$ cat src/rtl/add_seq32.sv
// 32-bit add/subtract sequenced over two passes of an external 16-bit adder.
// Result and flags commit together after the high pass.
module add_seq32 (
  input  logic        clk,
  input  logic        rst,
  input  logic        start,
  input  logic [1:0]  op,
  input  logic [31:0] opa,
  input  logic [31:0] opb,
  input  logic        cf_in,
  output logic [15:0] adder_a,
  output logic [15:0] adder_b,
  output logic        adder_c0,
  input  logic [15:0] adder_sum,
  input  logic        adder_cf,
  input  logic        adder_of,
  input  logic        adder_zf,
  output logic        busy,
  output logic        done,
  output logic [31:0] result,
  output logic        sf,
  output logic        cf,
  output logic        of,
  output logic        pf,
  output logic        zf
);

  typedef enum logic [1:0] {
    S_IDLE,
    S_LO,
    S_HI
  } state_t;

  state_t      r_state;
  logic [31:0] r_opa;
  logic [31:0] r_b;
  logic        r_c0;
  logic        r_sub;
  logic [15:0] r_lo_sum;
  logic        r_lo_cf;
  logic        r_lo_zf;
  logic [31:0] r_result;
  logic        r_sf;
  logic        r_cf;
  logic        r_of;
  logic        r_pf;
  logic        r_zf;
  logic        r_busy;
  logic        r_done;
  logic        w_c0;

  // Subtraction is a + ~b + 1; borrow-in turns the +1 into +~cf_in.
  always_comb begin
    w_c0 = 1'b0;
    unique case (op)
      2'b00: w_c0 = 1'b0;
      2'b01: w_c0 = cf_in;
      2'b10: w_c0 = 1'b1;
      2'b11: w_c0 = ~cf_in;
      default: w_c0 = 1'b0;
    endcase
  end

  always_ff @(posedge clk or posedge rst) begin
    if (rst) begin
      r_state  <= S_IDLE;
      r_opa    <= '0;
      r_b      <= '0;
      r_c0     <= 1'b0;
      r_sub    <= 1'b0;
      r_lo_sum <= '0;
      r_lo_cf  <= 1'b0;
      r_lo_zf  <= 1'b0;
      r_result <= '0;
      r_sf     <= 1'b0;
      r_cf     <= 1'b0;
      r_of     <= 1'b0;
      r_pf     <= 1'b0;
      r_zf     <= 1'b0;
      r_busy   <= 1'b0;
      r_done   <= 1'b0;
    end else begin
      r_done <= 1'b0;
      unique case (r_state)
        S_IDLE: begin
          if (start) begin
            r_opa   <= opa;
            r_b     <= op[1] ? ~opb : opb;
            r_c0    <= w_c0;
            r_sub   <= op[1];
            r_busy  <= 1'b1;
            r_state <= S_LO;
          end
        end
        S_LO: begin
          r_lo_sum <= adder_sum;
          r_lo_cf  <= adder_cf;
          r_lo_zf  <= adder_zf;
          r_state  <= S_HI;
        end
        S_HI: begin
          r_result <= {adder_sum, r_lo_sum};
          r_sf     <= adder_sum[15];
          r_cf     <= adder_cf ^ r_sub;
          r_of     <= adder_of;
          r_zf     <= r_lo_zf & adder_zf;
          r_pf     <= ~^r_lo_sum[7:0];
          r_busy   <= 1'b0;
          r_done   <= 1'b1;
          r_state  <= S_IDLE;
        end
        default: r_state <= S_IDLE;
      endcase
    end
  end

  always_comb begin
    adder_a  = '0;
    adder_b  = '0;
    adder_c0 = 1'b0;
    unique case (r_state)
      S_LO: begin
        adder_a  = r_opa[15:0];
        adder_b  = r_b[15:0];
        adder_c0 = r_c0;
      end
      S_HI: begin
        adder_a  = r_opa[31:16];
        adder_b  = r_b[31:16];
        adder_c0 = r_lo_cf;
      end
      default: begin
        adder_a  = '0;
        adder_b  = '0;
        adder_c0 = 1'b0;
      end
    endcase
  end

  assign busy   = r_busy;
  assign done   = r_done;
  assign result = r_result;
  assign sf     = r_sf;
  assign cf     = r_cf;
  assign of     = r_of;
  assign pf     = r_pf;
  assign zf     = r_zf;

endmodule

$ cat config.mk
export PLATFORM = sky130hd
export DESIGN_NAME = add_seq32
export DESIGN_NICKNAME = d
export VERILOG_FILES = /design/src/rtl/add_seq32.sv
export SDC_FILE = /design/constraint.sdc
export NUM_CORES = 1
export LEC_CHECK = 0
export ABC_AREA = 1
export BUFFER_PORTS_ARGS = -buffer_cell sky130_fd_sc_hd__buf_2
export CAP_MARGIN = 0
export CORE_ASPECT_RATIO = 1.25
export CORE_MARGIN = 1
export CORE_UTILIZATION = 50
export CTS_CLUSTER_SIZE = 10
export DETAILED_ROUTE_END_ITERATION = 10
export HOLD_SLACK_MARGIN = 0.1
export PLACE_DENSITY_LB_ADDON = 0.12
export SYNTH_ARGS = -nofsm -noshare
export SYNTH_HDL_FRONTEND = slang
export SYNTH_SLANG_ARGS = --single-unit
$ cat constraint.sdc
create_clock -name clk -period 12 [get_ports clk]
set_clock_uncertainty 0.1 [all_clocks]
set_input_delay 1.2 -clock clk [delete_from_list [all_inputs] [get_ports clk]]
set_output_delay 1.2 -clock clk [all_outputs]
set_load 0.01 [all_outputs]
Yosys cells after proc, flatten, opt, wreduce, memory -nomap -nowiden
Index checks and enable logic that the tools add are counted.

operators by class
  equal/unequal tests = 6
  multiplexer cells = 10
  reduce and logical (&&, ||, !) cells = 6
  bitwise gates (word level) = 4

operators by type and width
  cell                number
  $pmux 16 s2         2
  $mux 32             1
  $not 32->32         1
  $reduce_xnor 8->1   1
  $eq 2x2->1 const B  3
  $eq 2x1->1 const B  2
  $logic_not 2->1     2
  $pmux 1 s2          2
  $pmux 1 s4          1
  $pmux 2 s2          1
  $reduce_and 2->1    2
  $mux 1              2
  $mux 2              1
  $ne 2x2->1 const B  1
  $reduce_bool 2->1   1
  $and 1x1->1         1
  $not 1->1           1
  $xor 1x1->1         1

word-level totals
  output and inout port bits = 72
  input bits = 89
  register bits = 125

Longest topological paths before layout
Gate-level depths: netlist (run 1).

  depth in word-level cells = 3
  gate-level depth with buffers = 8

Least setup slack after synthesis (run 1)
OpenSTA, ideal clock, no wires.

  path kind = register to output
  start = register r_state[0]
  end = output port adder_b[10]
  stages on the path, launching flop included = 7
  slack = 9403 ps
  arrival time = 1297 ps
  cell sequence = dfrtp_1 inv_1 ha_1 clkbuf_1 buf_2 nand2_1 a21oi_1

on the way
  longest elaborated chain between the ends = 2
  elaborated cells between the ends (all ways) = 3
  those cells by class = eq/ne (2); mux (1)

RTL lines
  what                                      RTL line  source
  from (decl)                               34        state_t r_state;
  from (signal assigned)                    66        r_state <= S_IDLE;
  from (signal assigned)                    92        r_state <= S_LO;
  from (signal assigned)                    99        r_state <= S_HI;
  $eq 2x2->1 or $eq 2x1->1 (tied branches)  121       unique case (r_state)
  $pmux 16 s2 (*)                           121
  to (decl)                                 12        output logic [15:0] adder_b,

Every way passes the cells marked *; elsewhere a longest branch is shown, timed or not.

Worst setup path in the final report (run 1)
  start = register r_state[1]
  end = output port adder_b[14]

The elaborated chain is that of the path after synthesis.

==> key figures, run 1 <==
GRT
  • Met1 Resource Use GR: 0.274
  • Met2 Use GR: 0.345
  • Largest net degree at the start of global routing: 100
  • GR peak layer: met2
  • Grt total ovfl: 0
  • Vias in the first global route: 4286
  • Met3 Usage GRT: 0.0668
  • Antenna violations before repair: 0
  • Total GRT Usage: 0.214
  • First-pass GRT wire length: 20.1 mm

Route
  • DR DRC count: 0
  • WL/cell: 13.6 µm
  • Via count: 4448
  • TritonRoute pass-1 iters: 4
  • Drt total wl: 12.2 mm
  • Initial DRC count: 197
  • Detail Route Antenna Nets: 0
  • Vias/cell: 4.94

Worst setup path
  • CP max-delay cell: ha_2
  • Worst path top cell family by delay: buffers and inverters
  • Critical path fanouts, max: 34
  • Cell Chain, Critical Path: inv_1 > ha_2 > buf_4 > nand2_1 > a21oi_1 > buf_2
  • R2R Setup Slk: 9680 ps
  • Startpoint Class: register
  • CP Class: reg2out
  • Crit path required time: 10700 ps
  • Type of destination of the critical path: output port
  • Worst endpoint data arrival time: 2390 ps
  • CP bufs+invs: 3
  • Reg2reg path depth: 6
  • CP max stage delay: 630 ps
  • WP depth: 6

Floorplan
  • Io pins: 161
  • Die area: 0.0118 mm²
  • # rows: 43
  • Core ar.: 0.0111 mm²
  • Initial Util: 0.513
  • Die width: 97.4 µm
  • Die height: 121 µm

Power and ir drop
  • Psw: 718 µW
  • Final Power: 1.94 mW
  • Power Dens Cells: 276 mW/mm²
  • Leak: 3.69 nW
  • Internal power: 1.22 mW
  • Combinational fraction of design power: 0.379
  • Worst IR drop on VDD: 0.124 mV
  • Sw Ratio: 0.371
  • Clock power frac: 0.241
  • Reg power frac: 0.380

STA
  • Final setup violation count: 0
  • Hold Fails Final Rpt: 0
  • Peak Freq: 0.271 GHz
  • Post-layout min period: 3690 ps
  • Worst-margin pin slew: 1160 ps
  • RSZ-0062 raised after global routing: false
  • Slew headroom: 0.230
  • Max Transition Viols Final: 0
  • Final TNS setup: 0 ps
  • Period utilization: 0.307

Yosys
  • Synth Warn #: 0
  • Seq/Total Area, Yosys: 0.546
  • Number of synthesized flops with an enable pin: 0
  • Synth cell types: 21
  • Largest cells by area after synthesis: dfrtp_1 55%, nand2_1 17%, mux2_4 7.7%
  • Area share of the largest cell type after synthesis: 0.546
  • Synth Cell Area: 0.00569 mm²
  • Top FF cell, synth: dfrtp_1
  • Mean Syn Cell Area: 9.38 µm²
  • Cells after Synth: 606
  • Async SR Flop Fraction: 1.00
  • Post-Syn Nets: 701
  • Synth Register Bits: 124
  • Synth area leader: dfrtp_1

Final layout
  • # diodes: 0
  • Non-Filler Instances: 901
  • Most frequent cells in the layout: 265 x nand2_1, 160 x buf_2, 124 x dfrtp_1, 53 x o21ai_0
  • Most common cell after layout, fill and taps aside: nand2_1
  • Area growth, synth to finish: 23.6%
  • Share of cells above drive strength 1: 0.296
  • Fillers: 989
  • Total Nets Final: 848

Hold path
  • Hold Path Depth: 2
  • Worst hold path class: reg2reg

Clock network
  • CTS resizes: 0
  • H-tree levels: 4
  • CTS root buf: clkbuf_16
  • CTS tree: done
  • CTS Hold Bufs: 0
  • Post CTS Setup Buffer Count: 0
  • CTS Sinks: 124
  • Clock latency at the later pin of the worst-skew pair: 410 ps
  • CTS Buffer Depth: 2
  • Clk slew on worst S/H paths: 60 ps
  • CTS Buf Count: 17

Placed design
  • Final RePlAce weighted congestion: 0.801
  • Post-DP HPWL: 8.14 mm
  • Placed cell count: 869
  • Count of input and output buffers: 160

Job
  • MaxCap Viol Count: 0

Outcome
  • Outcome: finished clean
-- stage by stage --
step / setup WS (ps) / util / hold WS, ps / area [µm²]
after floorplan: 7400 / - / 342 / 5690
after global placement: 8790 / 0.585 / 348 / 6480
after detailed placement: 8720 / 0.585 / 354 / 6480
after CTS: 8280 / 0.634 / 368 / 7030
after global routing: 8160 / 0.634 / 377 / 7030
final: 8310 / 0.634 / 364 / 7030
-- logic make-up after synthesis --
group / count (synthesis) / share of synthesized area
muxes: 33 / 0.0845
adders and majority gates: 6 / 0.0132
buffers and inverters: 52 / 0.0484
xor gates and xnor gates: 34 / 0.0524
and+or+nand+nor: 270 / 0.179
AOI/OAI and AO/OA: 87 / 0.0766
DFF: 124 / 0.546
-- worst register-to-register path: stages, from the launching register on --
cell and delay, ps:
dfrtp_1 410, inv_1 150, ha_2 630, buf_4 400, clkinv_1 310, nand2_1 150
nand2_1 60
-- area by class of cell --
type / count / area, µm² / share of cell area
Tap cell: 135 / 169 / 0.0240
Inverter: 16 / 62.6 / 0.00890
Clock inverter: 12 / 98.8 / 0.0141
Multi-Input combinational cell: 430 / 2310 / 0.329
Timing Repair Buffer: 164 / 831 / 0.118
Sequential cell: 124 / 3100 / 0.442
Clock buffer: 20 / 447 / 0.0636
-- power groups by stage --
stage	clock, mW	combinational (mW)	sequential (mW)
floorplan	0	0.513	0.743
global placement	0	0.726	0.730
detailed placement	0	0.745	0.737
CTS	0.477	0.746	0.735
global route	0.495	0.827	0.760
finish	0.467	0.734	0.736
-- worst paths after layout --
| path | from | end |
|---|---|---|
| setup / recovery | r_state[1] | adder_b[14] |
| hold / removal | result[12] | result[12] |
| setup reg to reg | r_state[1] | r_lo_sum[9] |
| hold reg to reg | result[12] | result[12] |
| max in group asynchronous | rst | result[20] |
| min in group asynchronous | rst | r_opa[1] |
-- cells in the mapped netlist, types with 2 or more instances --
cell      count
buf_4         4
clkbuf_1     12
mux2_1        4
dfrtp_1     124
buf_6         7
o21ai_0      53
nand3_1       2
buf_2        10
ha_1          6
nor2_1        2
xnor2_1      33
nand2_1     265
buf_1         3
inv_1        14
a21oi_1      33
mux2_4       29
-- layer usage --
metal,vias to the layer above,share of wire
li1,2208,-
met1,2103,0.44
met2,130,0.50
met3,7,0.058
met4,0,0.0074
met5,-,0
-- registers in the layout, summed over array words and instances, names as in the netlist --
register,cells
pf,1
r_opa,32
result,32
r_lo_zf,1
busy,1
r_b,32
done,1
of,1
zf,1
r_lo_sum,16
r_sub,1
r_state,2
r_lo_cf,1
r_c0,1
cf,1
Note: power is estimated with default switching activity, not from simulation.
==> run 2: changes to the inputs <==
Settings changed: ABC_AREA 1 to 0, CORE_UTILIZATION 50 to 47.
Clock period 12 ns to 3.17 ns, I/O delays scaled along.
==> run 2 against run 1 <==
- synthesized cell count shrank 28%
- flip-flop and latch count did not move
- critical endpoint is now adder_b[2]
- sequential share of layout area is 3.5 points lower
- largest cell class unchanged
==> key figures, run 2 <==
Outcome
  • Outcome: finished clean

Worst setup path
  • CP Class: reg2out
  • Crit path required time: 2750 ps (-7950 ps)
  • Crit path from: r_state[1]
  • Startpoint Class: register
  • Critical path fanouts, max: 38 (+12%)
  • R2r startpoint: r_state[0]
  • Worst endpoint data arrival time: 2150 ps (-240 ps)
  • Type of destination of the critical path: output port

GRT
  • Met2 Use GR: 0.359 (+0.0143)
  • Antenna violations before repair: 0 (unchanged)
  • Vias in the first global route: 4174 (-2.6%)
  • Met1 Resource Use GR: 0.252 (-0.0218)
  • Grt total ovfl: 0 (unchanged)
  • Total GRT Usage: 0.212 (-0.00202)
  • GR peak layer: met2
  • Met3 Usage GRT: 0.0530 (-0.0139)
  • First-pass GRT wire length: 19.8 mm (-1.8%)
  • Largest net degree at the start of global routing: 100 (unchanged)

Yosys
  • Area share of the largest cell type after synthesis: 0.566 (+0.0200)
  • Synth Cell Area: 0.00548 mm² (-3.5%)
  • Synth Warn #: 0 (unchanged)
  • Synth cell types: 20 (-4.8%)
  • Async SR Flop Fraction: 1.00 (unchanged)
  • Mean Syn Cell Area: 12.5 µm² (+33%)
  • Post-Syn Nets: 533 (-24%)
  • Synth area leader: dfrtp_1
  • Most common cell in the synthesized netlist: dfrtp_1
  • Top FF cell, synth: dfrtp_1
  • Synth Register Bits: 124 (unchanged)
  • Top post-synthesis cells by count: 124 x dfrtp_1, 84 x mux2_2, 40 x xnor2_1
  • Largest cells by area after synthesis: dfrtp_1 57%, mux2_2 17%, xnor2_1 6.4%
  • Cells after Synth: 438 (-28%)
  • Seq/Total Area, Yosys: 0.566 (+0.0200)
  • Number of synthesized flops with an enable pin: 0 (unchanged)

Floorplan
  • Initial Util: 0.488 (-0.0253)
  • Die height: 123 µm (+1.3%)
  • Io pins: 161 (unchanged)
  • Die width: 98.6 µm (+1.3%)
  • # rows: 43 (unchanged)
  • Core ar.: 0.0112 mm² (+1.5%)
  • Die area: 0.0121 mm² (+2.6%)

Final layout
  • Non-Filler Instances: 805 (-11%)
  • Most frequent cells in the layout: 160 x buf_2, 124 x dfrtp_1, 84 x mux2_2, 67 x dlygate4sd3_1, 40 x xnor2_1
  • Most common cell after layout, fill and taps aside: buf_2
  • # diodes: 0 (unchanged)
  • Share of cells above drive strength 1: 0.422 (+0.126)
  • Area growth, synth to finish: 39.2%
  • Total Nets Final: 753 (-11%)

STA
  • Max Transition Viols Final: 0 (unchanged)
  • Peak Freq: 0.390 GHz
  • Final setup violation count: 0 (unchanged)
  • RSZ-0062 raised after global routing: false
  • Period utilization: 0.809
  • Slew headroom: 0.328 (+0.0982)
  • Post-layout min period: 2560 ps
  • Hold Fails Final Rpt: 0 (unchanged)
  • Worst-margin pin slew: 1010 ps (-147 ps)
  • Setup ws final: 607 ps (-7710 ps)
  • Final TNS setup: 0 ps (unchanged)

Power and ir drop
  • Internal power: 5.14 mW (+320%)
  • Leak: 3.51 nW (-4.8%)
  • Power Dens Cells: 1000 mW/mm² (+260%)
  • Psw: 2.49 mW (+250%)
  • Worst IR drop on VDD: 0.460 mV (+270%)
  • Reg power frac: 0.368 (-0.012)
  • Clock power frac: 0.239 (-0.002)
  • Combinational fraction of design power: 0.393 (+0.014)
  • Sw Ratio: 0.326 (-0.0445)

Placed design
  • Placed cell count: 707 (-19%)
  • Worst slack, placed: 1000 ps (-7720 ps)
  • Final RePlAce weighted congestion: 0.773 (-3.5%)
  • Post-DP HPWL: 7.56 mm (-7.2%)
  • Count of input and output buffers: 160 (unchanged)

Clock network
  • CTS root buf: clkbuf_16
  • CTS resizes: 0 (unchanged)
  • H-tree levels: 4 (unchanged)
  • Post CTS Setup Buffer Count: 0 (unchanged)
  • Clk slew on worst S/H paths: 50 ps (about the same)
  • Clock latency at the later pin of the worst-skew pair: 400 ps (about the same)
  • CTS tree: done
  • CTS Buf Count: 17 (unchanged)
  • CTS Buffer Depth: 2 (unchanged)
  • CTS Sinks: 124 (unchanged)
  • CTS Hold Bufs: 67 (+67)

Route
  • Initial DRC count: 164 (-17%)
  • DR DRC count: 0 (unchanged)
  • Drt total wl: 12.2 mm (unchanged)
  • Detail Route Antenna Nets: 0 (unchanged)
  • Vias/cell: 5.00 (+1.2%)
  • TritonRoute pass-1 iters: 6 (+2)
  • Via count: 4023 (-9.6%)
  • WL/cell: 15.2 µm (+12%)

Hold path
  • Min-Delay Startpoint: opb[0]
  • Worst hold path class: in2reg

Job
  • MaxCap Viol Count: 0 (unchanged)
[run 2: changes by cell type after synthesis, sizes merged, moves of 3 or more]
cell   before  now
buf        24   21
a22oi       0   33
o21ai      54   37
nor2b       0   33
inv        15    4
nand2     266   38
xnor2      33   40
a21oi      33    1
mux2       33   85
[run 2: final cells by class]
cell class,count,area (µm²)
Timing Repair Buffer,233,1570
Multi-Input combinational cell,278,2220
Fill cell,854,3610
Inverter,4,18.8
Clock buffer,22,464
Sequential cell,124,3100
Clock inverter,9,95.1
Tap cell,135,169
[run 2: power groups by stage]
| stage | clock network (mW) | registers, mW | logic, mW |
|---|---|---|---|
| after floorplan | 0 | 2.86 | 1.98 |
| after global placement | 0 | 2.79 | 2.89 |
| after detailed placement | 0 | 2.84 | 2.96 |
| after CTS | 1.86 | 2.81 | 3.03 |
| after global routing | 1.94 | 2.92 | 3.28 |
| final | 1.82 | 2.81 | 3.00 |
[run 2: cells by family (layout without fill, tap and decap cells)]
| logic type | count (synthesis) | count (layout) | share of synthesized area |
|---|---|---|---|
| AND/OR/NAND/NOR | 74 | 74 | 0.0668 |
| flip-flops | 124 | 124 | 0.566 |
| XOR/XNOR | 41 | 41 | 0.0655 |
| adder cells (fa/ha/maj) | 6 | 6 | 0.0137 |
| multiplexers | 86 | 86 | 0.177 |
| buffers and inverters | 36 | 268 | 0.0313 |
| AO/OA/AOI/OAI | 71 | 71 | 0.0799 |
[run 2: final timing paths]
check | endpoint | slack [ps] | depth (start not counted)
max reg2reg | r_opa[22] | 980 | 4
max in group asynchronous | result[30] | 1710 | 4
min | r_b[0] | 120 | 3
max | adder_b[2] | 610 | 6
min in group asynchronous | r_opa[0] | 540 | 3
min reg2reg | r_b[28] | 380 | 2
[run 2: layer usage]
metal | part of all wire | up-vias
met5 | 0 | -
met4 | 0.023 | 0
met3 | 0.037 | 22
met2 | 0.51 | 130
met1 | 0.43 | 1934
li1 | - | 1937
[run 2: per-stage QoR]
| stage | power, mW | util | hold WS [ps] | instance area (µm²) |
|---|---|---|---|---|
| 2_1_floorplan | 4.84 | - | 351 | 5490 |
| 3_3_place_gp | 5.68 | 0.570 | 361 | 6410 |
| 3_5_place_dp | 5.79 | 0.570 | 371 | 6410 |
| 4_1_cts | 7.71 | 0.679 | 103 | 7640 |
| 5_1_grt | 8.14 | 0.679 | 116 | 7640 |
| 6_report | 7.64 | 0.679 | 115 | 7640 |
[run 2: critical path, stage by stage, from the launching register on]
cell	delay (ps)
dfrtp_1	400
inv_1	140
ha_2	450
buf_12	280
a22oi_1	120
nor2b_1	180
buf_2	160
==> run 3: changes to the inputs <==
Settings changed: CORE_UTILIZATION 47 to 50.
Clock period 3.17 ns to 2.6 ns, I/O delays scaled along.
==> run 3 against run 2 <==
- hold slack better by 34 ps
- count of clock-buffer cells in the layout down 4
- final area increased by 3.1%
- non-clock buffer count grew 23
- critical path type unchanged
- critical endpoint is now adder_a[12]
- largest cell class unchanged
==> key figures, run 3 (synthesis gave the netlist of run 2 again) <==
Clock network
  • Post CTS Setup Buffer Count: 0 (unchanged)
  • CTS Buf Count: 17 (unchanged)
  • CTS Buffer Depth: 2 (unchanged)
  • CTS tree: done
  • Clock latency at the later pin of the worst-skew pair: 400 ps (about the same)
  • H-tree levels: 4 (unchanged)
  • Clk slew on worst S/H paths: 50 ps (about the same)
  • CTS Sinks: 124 (unchanged)
  • CTS root buf: clkbuf_16

STA
  • Max Transition Viols Final: 0 (unchanged)
  • Setup ws final: 305 ps (-302 ps)
  • Final TNS setup: 0 ps (unchanged)
  • Post-layout min period: 2300 ps
  • Peak Freq: 0.436 GHz
  • Slew headroom: 0.366 (+0.0387)
  • Min Hold Slack: 149 ps (+33.9 ps)
  • Worst-margin pin slew: 950 ps (-58.0 ps)
  • Period utilization: 0.883
  • RSZ-0062 raised after global routing: false
  • Final setup violation count: 0 (unchanged)
  • Hold Fails Final Rpt: 0 (unchanged)

Placed design
  • Final RePlAce weighted congestion: 0.775 (+0.25%)
  • Post-DP Area: 0.00646 mm² (+0.84%)
  • Worst slack, placed: 548 ps (-455 ps)
  • Placed cell count: 710 (+0.42%)
  • Count of input and output buffers: 160 (unchanged)
  • Post-DP HPWL: 7.67 mm (+1.4%)

Outcome
  • Outcome: finished clean

Worst setup path
  • R2r startpoint: r_state[0]
  • Crit path from: r_state[1]
  • Startpoint Class: register
  • Critical path fanouts, max: 24 (-37%)
  • Worst endpoint data arrival time: 1940 ps (-210 ps)
  • Crit path required time: 2240 ps (-510 ps)
  • CP Class: reg2out
  • Type of destination of the critical path: output port

Final layout
  • # diodes: 0 (unchanged)
  • Non-Filler Instances: 826 (+2.6%)
  • Most common cell after layout, fill and taps aside: buf_2
  • Total Nets Final: 776 (+3.1%)
  • Design Area, Final: 0.00788 mm² (+3.1%)
  • Most frequent cells in the layout: 160 x buf_2, 124 x dfrtp_1, 84 x mux2_2, 84 x dlygate4sd3_1, 40 x xnor2_1
  • Area growth, synth to finish: 43.6%
  • Share of cells above drive strength 1: 0.421 (-0.00164)
  • Fillers: 749 (-12%)

Route
  • DR DRC count: 0 (unchanged)
  • Detail Route Antenna Nets: 0 (unchanged)
  • WL/cell: 15.0 µm (-1.5%)
  • Vias/cell: 5.00 (about the same)
  • Initial DRC count: 169 (+3.0%)
  • TritonRoute pass-1 iters: 6 (unchanged)
  • Via count: 4128 (+2.6%)
  • Drt total wl: 12.4 mm (+1.1%)

Floorplan
  • Io pins: 161 (unchanged)
  • Die area: 0.0114 mm² (-5.9%)
  • Initial Util: 0.517 (+0.0289)
  • # rows: 42 (-2.3%)
  • Core ar.: 0.0106 mm² (-5.6%)
  • Die width: 95.7 µm (-3.0%)
  • Die height: 119 µm (-3.0%)

GRT
  • Vias in the first global route: 4257 (+2.0%)
  • Total GRT Usage: 0.237 (+0.0249)
  • Grt total ovfl: 0 (unchanged)
  • Antenna violations before repair: 0 (unchanged)
  • First-pass GRT wire length: 20.5 mm (+3.8%)
  • Largest net degree at the start of global routing: 77 (-23%)

Hold path
  • Min-Delay Startpoint: start
  • Worst hold path class: in2reg

Power and ir drop
  • Internal power: 6.24 mW (+21%)
  • Leak: 3.60 nW (+2.6%)
  • Reg power frac: 0.367 (about the same)
  • Psw: 3.17 mW (+27%)
  • Worst IR drop on VDD: 0.590 mV (+28%)
  • Combinational fraction of design power: 0.399 (+0.006)
  • Power Dens Cells: 1190 mW/mm² (+19%)
  • Clock power frac: 0.235 (-0.004)
  • Sw Ratio: 0.336 (+0.0101)

Job
  • MaxCap Viol Count: 0 (unchanged)
[run 3: changes by cell type in the layout (fill, tap and decap cells not counted), moves of 3 or more]
cell and delta:
clkinvlp_4 +3, buf_4 +5, dlygate4sd3_1 +17, inv_6 +5
clkinv_2 -6, clkinv_4 +4
[run 3: metal layers]
layer | vias to the layer above | global-route usage | share of wire
li1 | 1988 | - | -
met1 | 1992 | 0.299 | 0.43
met2 | 133 | 0.385 | 0.51
met3 | 15 | 0.0722 | 0.046
met4 | 0 | 0.0756 | 0.015
met5 | - | 0 | 0
[run 3: power groups by stage]
stage	Combinational, mW	Clock (mW)	Sequential (mW)
final	3.75	2.21	3.45
after detailed placement	3.64	0	3.48
after global routing	4.13	2.35	3.58
after global placement	3.55	0	3.42
after floorplan	2.41	0	3.49
after CTS	3.77	2.26	3.46
[run 3: metrics by stage]
stage          utilization  power [mW]
6_report             0.742        9.41
5_1_grt              0.742        10.1
4_1_cts              0.741        9.48
3_5_place_dp         0.609        7.12
3_3_place_gp         0.609        6.97
2_1_floorplan            -        5.90
[run 3: cell type report]
type,count,area [µm²],share of cell area
Clock buffer,18,429,0.0545
Inverter,4,18.8,0.00238
Timing Repair Buffer,256,1790,0.228
Sequential cell,124,3100,0.394
Clock inverter,14,136,0.0173
Tap cell,132,165,0.0210
Multi-Input combinational cell,278,2230,0.283
[run 3: what timing repair did]
item | 4_1_cts | 5_1_grt
endpoints found under the setup margin | 0 | 11
hold buffers | 84 | 0
gates resized for setup | 0 | 1
endpoints found under the hold margin | 225 | 0
[run 3: final timing paths]
check | to | slack (ps) | depth (start not counted)
worst min-delay path | busy | 150 | 4
worst max-delay path | adder_a[12] | 300 | 6
worst max register to register | r_opa[12] | 580 | 5
max in group asynchronous | r_opa[8] | 1620 | 4
min in group asynchronous | result[25] | 400 | 4
worst min register to register | r_b[14] | 380 | 2
[run 3: worst max-delay path, cell delays in order (launching register included)]
cell and delay [ps]:
dfrtp_1 400, inv_1 170, ha_4 350, buf_12 210
a22oi_1 80, nor2b_1 150, buf_2 150
